## src/rtl/arb_mux.sv

```systemverilog
// arb_mux: N-channel arbiter feeding a single-entry registered output stage.
// Round-robin (RR=1) or fixed lowest-index priority (RR=0) grant selection.
module arb_mux #(
   parameter int N     = 4,
   parameter int WIDTH = 32,
   parameter int RR    = 1
) (
   input  logic                        clk,
   input  logic                        reset,
   input  logic [N-1:0]                in_valid,
   input  logic [N-1:0][WIDTH-1:0]     in_data,
   output logic [N-1:0]                in_ready,
   output logic                        out_valid,
   output logic [WIDTH-1:0]            out_data,
   output logic [$clog2(N)-1:0]        out_src,
   input  logic                        out_ready
);

   localparam int SW = $clog2(N);

   logic [SW-1:0] ptr;
   logic [SW-1:0] start;
   logic [SW-1:0] grant_idx;
   logic [SW-1:0] ptr_next;
   logic          grant_found;
   logic          load_en;
   logic          accept;

   // Fixed priority always searches from channel 0; ptr stays at 0 in that mode.
   assign start   = (RR != 0) ? ptr : '0;
   assign load_en = !out_valid || out_ready;
   assign accept  = grant_found && load_en && !reset;
   assign ptr_next = (grant_idx == SW'(N - 1)) ? '0 : grant_idx + SW'(1);

   // Find the first asserted request at or after start, wrapping modulo N.
   always_comb begin
      int          idx;
      logic [SW-1:0] idx_s;
      grant_found = 1'b0;
      grant_idx   = '0;
      idx         = 0;
      idx_s       = '0;
      for (int k = 0; k < N; k++) begin
         idx = int'(start) + k;
         if (idx >= N) idx = idx - N;
         idx_s = SW'(idx);
         if (!grant_found && in_valid[idx_s]) begin
            grant_found = 1'b1;
            grant_idx   = idx_s;
         end
      end
   end

   // One-hot accept for the granted channel only when the output stage can load.
   always_comb begin
      in_ready = '0;
      if (accept) in_ready[grant_idx] = 1'b1;
   end

   // Output entry and round-robin pointer; a load and a drain in the same
   // cycle simply replace the entry so there is no bubble.
   always_ff @(posedge clk) begin
      if (reset) begin
         out_valid <= 1'b0;
         out_data  <= '0;
         out_src   <= '0;
         ptr       <= '0;
      end else begin
         if (accept) begin
            out_valid <= 1'b1;
            out_data  <= in_data[grant_idx];
            out_src   <= grant_idx;
            if (RR != 0) ptr <= ptr_next;
         end else if (out_ready) begin
            out_valid <= 1'b0;
         end
      end
   end

endmodule
```

## config.mk

```make
export PLATFORM = sky130hd
export DESIGN_NAME = arb_mux
export DESIGN_NICKNAME = d
export VERILOG_FILES = /design/src/rtl/arb_mux.sv
export SDC_FILE = /design/constraint.sdc
export NUM_CORES = 1
export LEC_CHECK = 0
export CORE_MARGIN = 3
export CORE_UTILIZATION = 34
export CTS_BUF_LIST = sky130_fd_sc_hd__clkbuf_4 sky130_fd_sc_hd__clkbuf_8
export CTS_CLUSTER_SIZE = 24
export DETAILED_ROUTE_END_ITERATION = 12
export PLACE_DENSITY = 0.8
export SYNTH_ARGS = -nofsm -noshare
export SYNTH_HDL_FRONTEND = slang
export SYNTH_SLANG_ARGS = --single-unit
```

## constraint.sdc

```tcl
create_clock -name clk -period 2.25 [get_ports clk]
set_input_delay 0.45 -clock clk [delete_from_list [all_inputs] [get_ports clk]]
set_output_delay 0.45 -clock clk [all_outputs]
set_load 0.1 [all_outputs]
```

=== Yosys cells after proc, flatten, opt, wreduce, memory -nomap -nowiden ===
Cells that the tools add are included.
Widths: inputs -> output; s select.

* Register bits: 37
* Input port bits: 135
* Logic and storage cells: 64

* Add/subtract/negate cells: 8
* $lt $le $gt $ge: 10
* Equality and inequality tests: 1
* Muxes and demuxes: 28
* Reductions and logical operators: 13

{| class="wikitable"
|+ Operator list
! cell !! number
|-
| $bmux 32 s2 || 1
|-
| $mux 32 || 1
|-
| $mux 2 || 9
|-
| $lt 2x3->1 const B || 5
|-
| $mux 1 || 11
|-
| $ge 3x3->1 const B || 3
|-
| $bmux 1 s2 || 4
|-
| $sub 2x1->2 const B || 4
|-
| $add 2x2->3 const B || 2
|-
| $logic_and 1x1->1 || 6
|-
| $logic_not 1->1 || 5
|-
| $mux 4 || 1
|-
| $add 2x1->3 const B || 1
|-
| $ge 2x3->1 const B || 1
|-
| $add 2x1->2 const B || 1
|-
| $demux 1 s2 || 1
|-
| $eq 2x2->1 const B || 1
|-
| $ge 2x1->1 const B || 1
|-
| $reduce_bool 2->1 || 1
|-
| $logic_or 1x1->1 || 1
|}

=== Longest topological paths before layout ===
* Depth after elaboration: 19
* Gate-level depth with buffers: 8
* Depth with buffers taken out: 5

=== Worst setup path before layout ===
No wires, ideal clock.

* Path type: reg2out
* Start: reg out_valid
* End: out in_ready[3]
* Arrival time: 2961 ps
* Required time: 1800 ps
* Path slack: -1161 ps
* Stages on the path, launching flop included: 6
* Buffers on the path: 2
* Path through: dfxtp_1 -> a21oi_1 -> and3_1 -> clkbuf_1 -> clkbuf_1 -> nor2b_1

* Word-level cells in the longest chain between the ends: 5

{| class="wikitable"
|+ Ends and longest elaborated chain
! element !! line !! source
|-
| from (decl) || 13 || <nowiki>output logic out_valid,</nowiki>
|-
| from (signal assigned) || 64 || <nowiki>out_valid <= 1'b0;</nowiki>
|-
| from (signal assigned) || 70 || <nowiki>out_valid <= 1'b1;</nowiki>
|-
| from (signal assigned) || 75 || <nowiki>out_valid <= 1'b0;</nowiki>
|-
| $logic_not 1->1 || 31 || <nowiki>assign load_en = !out_valid || out_ready;</nowiki>
|-
| $logic_or 1x1->1 || 31 ||
|-
| $logic_and 1x1->1 (2 in a row) || 32 || <nowiki>assign accept = grant_found && load_en && !reset;</nowiki>
|-
| $mux 4 || 57 || <nowiki>if (accept) in_ready[grant_idx] = 1'b1;</nowiki>
|-
| to (decl) || 12 || <nowiki>output logic [N-1:0] in_ready,</nowiki>
|}

No other way between the ends.

=== Final worst setup path ===
* Start: in in_valid[1]
* End: out in_ready[0]

* Word-level cells in the longest chain between the ends: 17
* Elaborated cells on any way between the ends: 30

{| class="wikitable"
|+ Ends and longest elaborated chain
! element !! line !! source
|-
| from (decl) || 10 || <nowiki>input logic [N-1:0] in_valid,</nowiki>
|-
| $bmux 1 s2 || 47 || <nowiki>if (!grant_found && in_valid[idx_s]) begin</nowiki>
|-
| $mux 1 (not written as such) || 47 ||
|-
| $mux 1 || 47 ||
|-
| $logic_not 1->1 || 47 ||
|-
| $logic_and 1x1->1 || 47 ||
|-
| $mux 1 || 47 ||
|-
| $logic_not 1->1 || 47 ||
|-
| $logic_and 1x1->1 || 47 ||
|-
| $mux 1 || 47 ||
|-
| $logic_not 1->1 || 47 ||
|-
| $logic_and 1x1->1 || 47 ||
|-
| $mux 2 || 47 ||
|-
| $lt 2x3->1 (not written as such) or $ge 2x1->1 (tied branches) || 57 ||
|-
| $logic_and 1x1->1 (not written as such) || 57 ||
|-
| $mux 1 (not written as such) || 57 ||
|-
| $demux 1 s2 || 57 ||
|-
| $mux 4 * || 57 ||
|}

Every way passes the cells marked *; elsewhere a longest branch is shown, timed or not. The select of a mux whose other input is x is not followed.

==> flow_metrics.tcl <==
set metrics [dict create \
    drv_cap 0 \
    cts.path.max_buffers 2 \
    synth_top_area_share_pct 33.69 \
    ir_drop_mv 0.4793 \
    synthesis.area_um2 2198 \
    status "finished, final reports clean" \
    via_per_inst 5.430 \
    ant_nets 0 \
    end_kind "output pin" \
    cts.clk_slew.worst_paths_ns 0.07 \
    hp-class "reg2reg" \
    cts.sinks 37 \
    fmax_mhz 453.2 \
    io_pins 174 \
    initial_core_util_pct 36.06 \
    p_sw_share_pct 44.60 \
    hold_path_startpoint "out_src[1]" \
    synth-seq-cells 37 \
    drt_wl_total_um 8694 \
    tightest_slew_ns 0.4061 \
    p_int_mw 1.596 \
    setup_viol 0 \
    dp_cells 502 \
    htree_levels 2 \
    fin_crit_sh_pct 98.08 \
    worstPathMaxFanout 4 \
    grt_pass1_wl_um 13340 \
    synth.avg_cell_area_um2 8.391 \
    cp.arrival_ns 1.76 \
    critPathRequiredTime_ns 1.80 \
    finalClockSkew_ns 0.004040 \
    synth_fp_nets 397 \
    worstSkewPairLatency_ns 0.28 \
    fin_area_um2 4220 \
    p_sw_mw 1.284 \
    cp-start-kind "input port" \
    gp_congestion 0.8812 \
    relSlewSlack_pct 72.93 \
    dieHeight_um 86.41 \
    root_buffer "clkbuf_8" \
    track_usage_pct 22.27 \
    ys_warn_count 0 \
    die_area_um2 7467 \
    finalWorstSetupSlack_ns 0.04327 \
    place_ws_ns -0.3430 \
    nets 576 \
    rsz0062_at_grt "yes" \
    multi_input_area_um2 1390 \
    cts_tree "built" \
    port_buffers 173 \
    grt_pass1_vias 2807 \
    path_class "in2out" \
    core_um2 6096 \
    seqPwrFrac_pct 28.1 \
    drive_gt1_share_pct 27.21 \
    diodes 0 \
    drc 0 \
    grt_start_max_net_pins 37 \
    fin_cells 516 \
    antenna_found_initial 0 \
    chipWidth_um 86.41 \
    p_leak_nw 1.709 \
    finalSetupTns_ns 0 \
    drt_iter0_markers 88 \
    ys_seq_area_share_pct 33.69 \
    p_comb_share_pct 55.3 \
    clkPwrFrac_pct 16.6 \
    dr_total_vias 2802 \
    period_minus_slack_ns 2.207 \
    area_delta_synth_final_pct 91.98 \
    synth_cell_type_count 26 \
    rows 28 \
    yosys-top-cells-area "dfxtp_1 34%, mux2_2 16%, a221o_1 15%" \
    final-max-slew-violation-count 0 \
    dp_hpwl_um 6563 \
    hold_viol 0 \
    cts_inserted_buffers 5 \
    syn_inst 262 \
    fillers 498 \
    drtPass1Iterations 4 \
    holdWs_ns 0.4819 \
    routedWlPerCell_um 16.85 \
    place_area_um2 4046 \
    grt_overflow 0 \
    regArea_um2 744.5 \
    power_density_nw_per_um2 682.4 \
    startpoint "in_valid[1]" \
    timing.rr.start "ptr[0]" \
    yosysTopAreaCell "dfxtp_1" \
]
-- kinds of logic after synthesis --
| family | after synthesis | share of synthesized area [%] |
|---|---|---|
| mux | 32 | 16.39 |
| simple gates | 81 | 17.02 |
| compound gates | 80 | 26.69 |
| buf+inv | 32 | 6.203 |
| flops | 37 | 33.69 |
-- power by group through the flow --
| stage | clock, mW | sequential (mW) | combinational (mW) |
|---|---|---|---|
| after global routing | 0.514 | 0.819 | 1.66 |
| after detailed placement | 0 | 0.822 | 1.57 |
| after floorplan | 0 | 1.46 | 0.409 |
| after global placement | 0 | 0.817 | 1.56 |
| after CTS | 0.496 | 0.808 | 1.58 |
| final | 0.477 | 0.809 | 1.59 |
-- what timing repair did --
item	4_1_cts	5_1_grt
hold buffers	0	0
endpoints found under the setup margin	36	4
resized for setup	9	12
pin swaps	5	3
setup buffers	3	4
-- flip-flops by register name, summed over array words and instances (netlist names) --
name,cells
out_data,32
out_src,2
out_valid,1
ptr,2
-- layer usage --
metal | part of all wire, % | global-route usage [%] | vias to the layer above
li1 | - | - | 1336
met1 | 38 | 25.57 | 1281
met2 | 49 | 39.57 | 166
met3 | 11 | 6.844 | 19
met4 | 1.8 | 6.516 | 0
met5 | 0 | 0 | -
-- layout by cell type, fill, tap and decap left out, drive strengths merged, types with 2 or more instances in the layout --
| cell | n |
|---|---|
| clkdlybuf4s50 | 129 |
| buf | 66 |
| a21oi | 39 |
| dfxtp | 37 |
| nand2 | 36 |
| mux2 | 32 |
| nand3 | 32 |
| a221o | 32 |
| clkbuf | 8 |
| inv | 4 |
| nand2b | 3 |
| nor2 | 2 |
| nor2b | 2 |
| a21o | 2 |
| and3 | 2 |
| o211a | 2 |
| clkdlybuf4s15 | 2 |
-- through the flow --
stage / util (%) / power (mW)
after floorplan: - / 1.871
after global placement: 66.38 / 2.377
after detailed placement: 66.38 / 2.393
after CTS: 68.27 / 2.882
after global routing: 69.23 / 2.996
final: 69.23 / 2.880
-- cells in the mapped netlist, drive strengths merged --
cell type / count
nand2b: 3
o22a: 1
o22ai: 1
nor2: 2
o21ai: 1
and3: 2
dfxtp: 37
o211a: 2
a211o: 1
a21o: 2
nor4: 1
buf: 11
mux2: 32
nor3: 1
and2: 1
a21oi: 39
nand2: 36
nor2b: 2
a211oi: 1
inv: 4
clkbuf: 17
nor4bb: 1
a221o: 32
nand3: 32
-- final timing paths --
check / slack, ns / end / cells past startpoint
worst max-delay path: 0.04 / in_ready[0] / 6
worst min-delay path: 0.48 / out_src[1] / 2
worst max register to register: 0.21 / out_data[12] / 8
worst min register to register: 0.48 / out_src[1] / 2
-- final cells by class --
class,count,area share (%)
clock buffers,7,2.135
inverters,4,0.3558
multi-input cells,193,32.94
flip-flops and latches,37,17.64
well taps,75,2.224
repair buffers,200,44.71
-- worst max-delay path: stages --
cell and delay (ns):
clkdlybuf4s15_1 0.23, buf_4 0.16, nor2b_4 0.04, o22a_2 0.26, nor4bb_4 0.38, buf_12 0.22
Note: power is estimated with default switching activity, not from simulation.
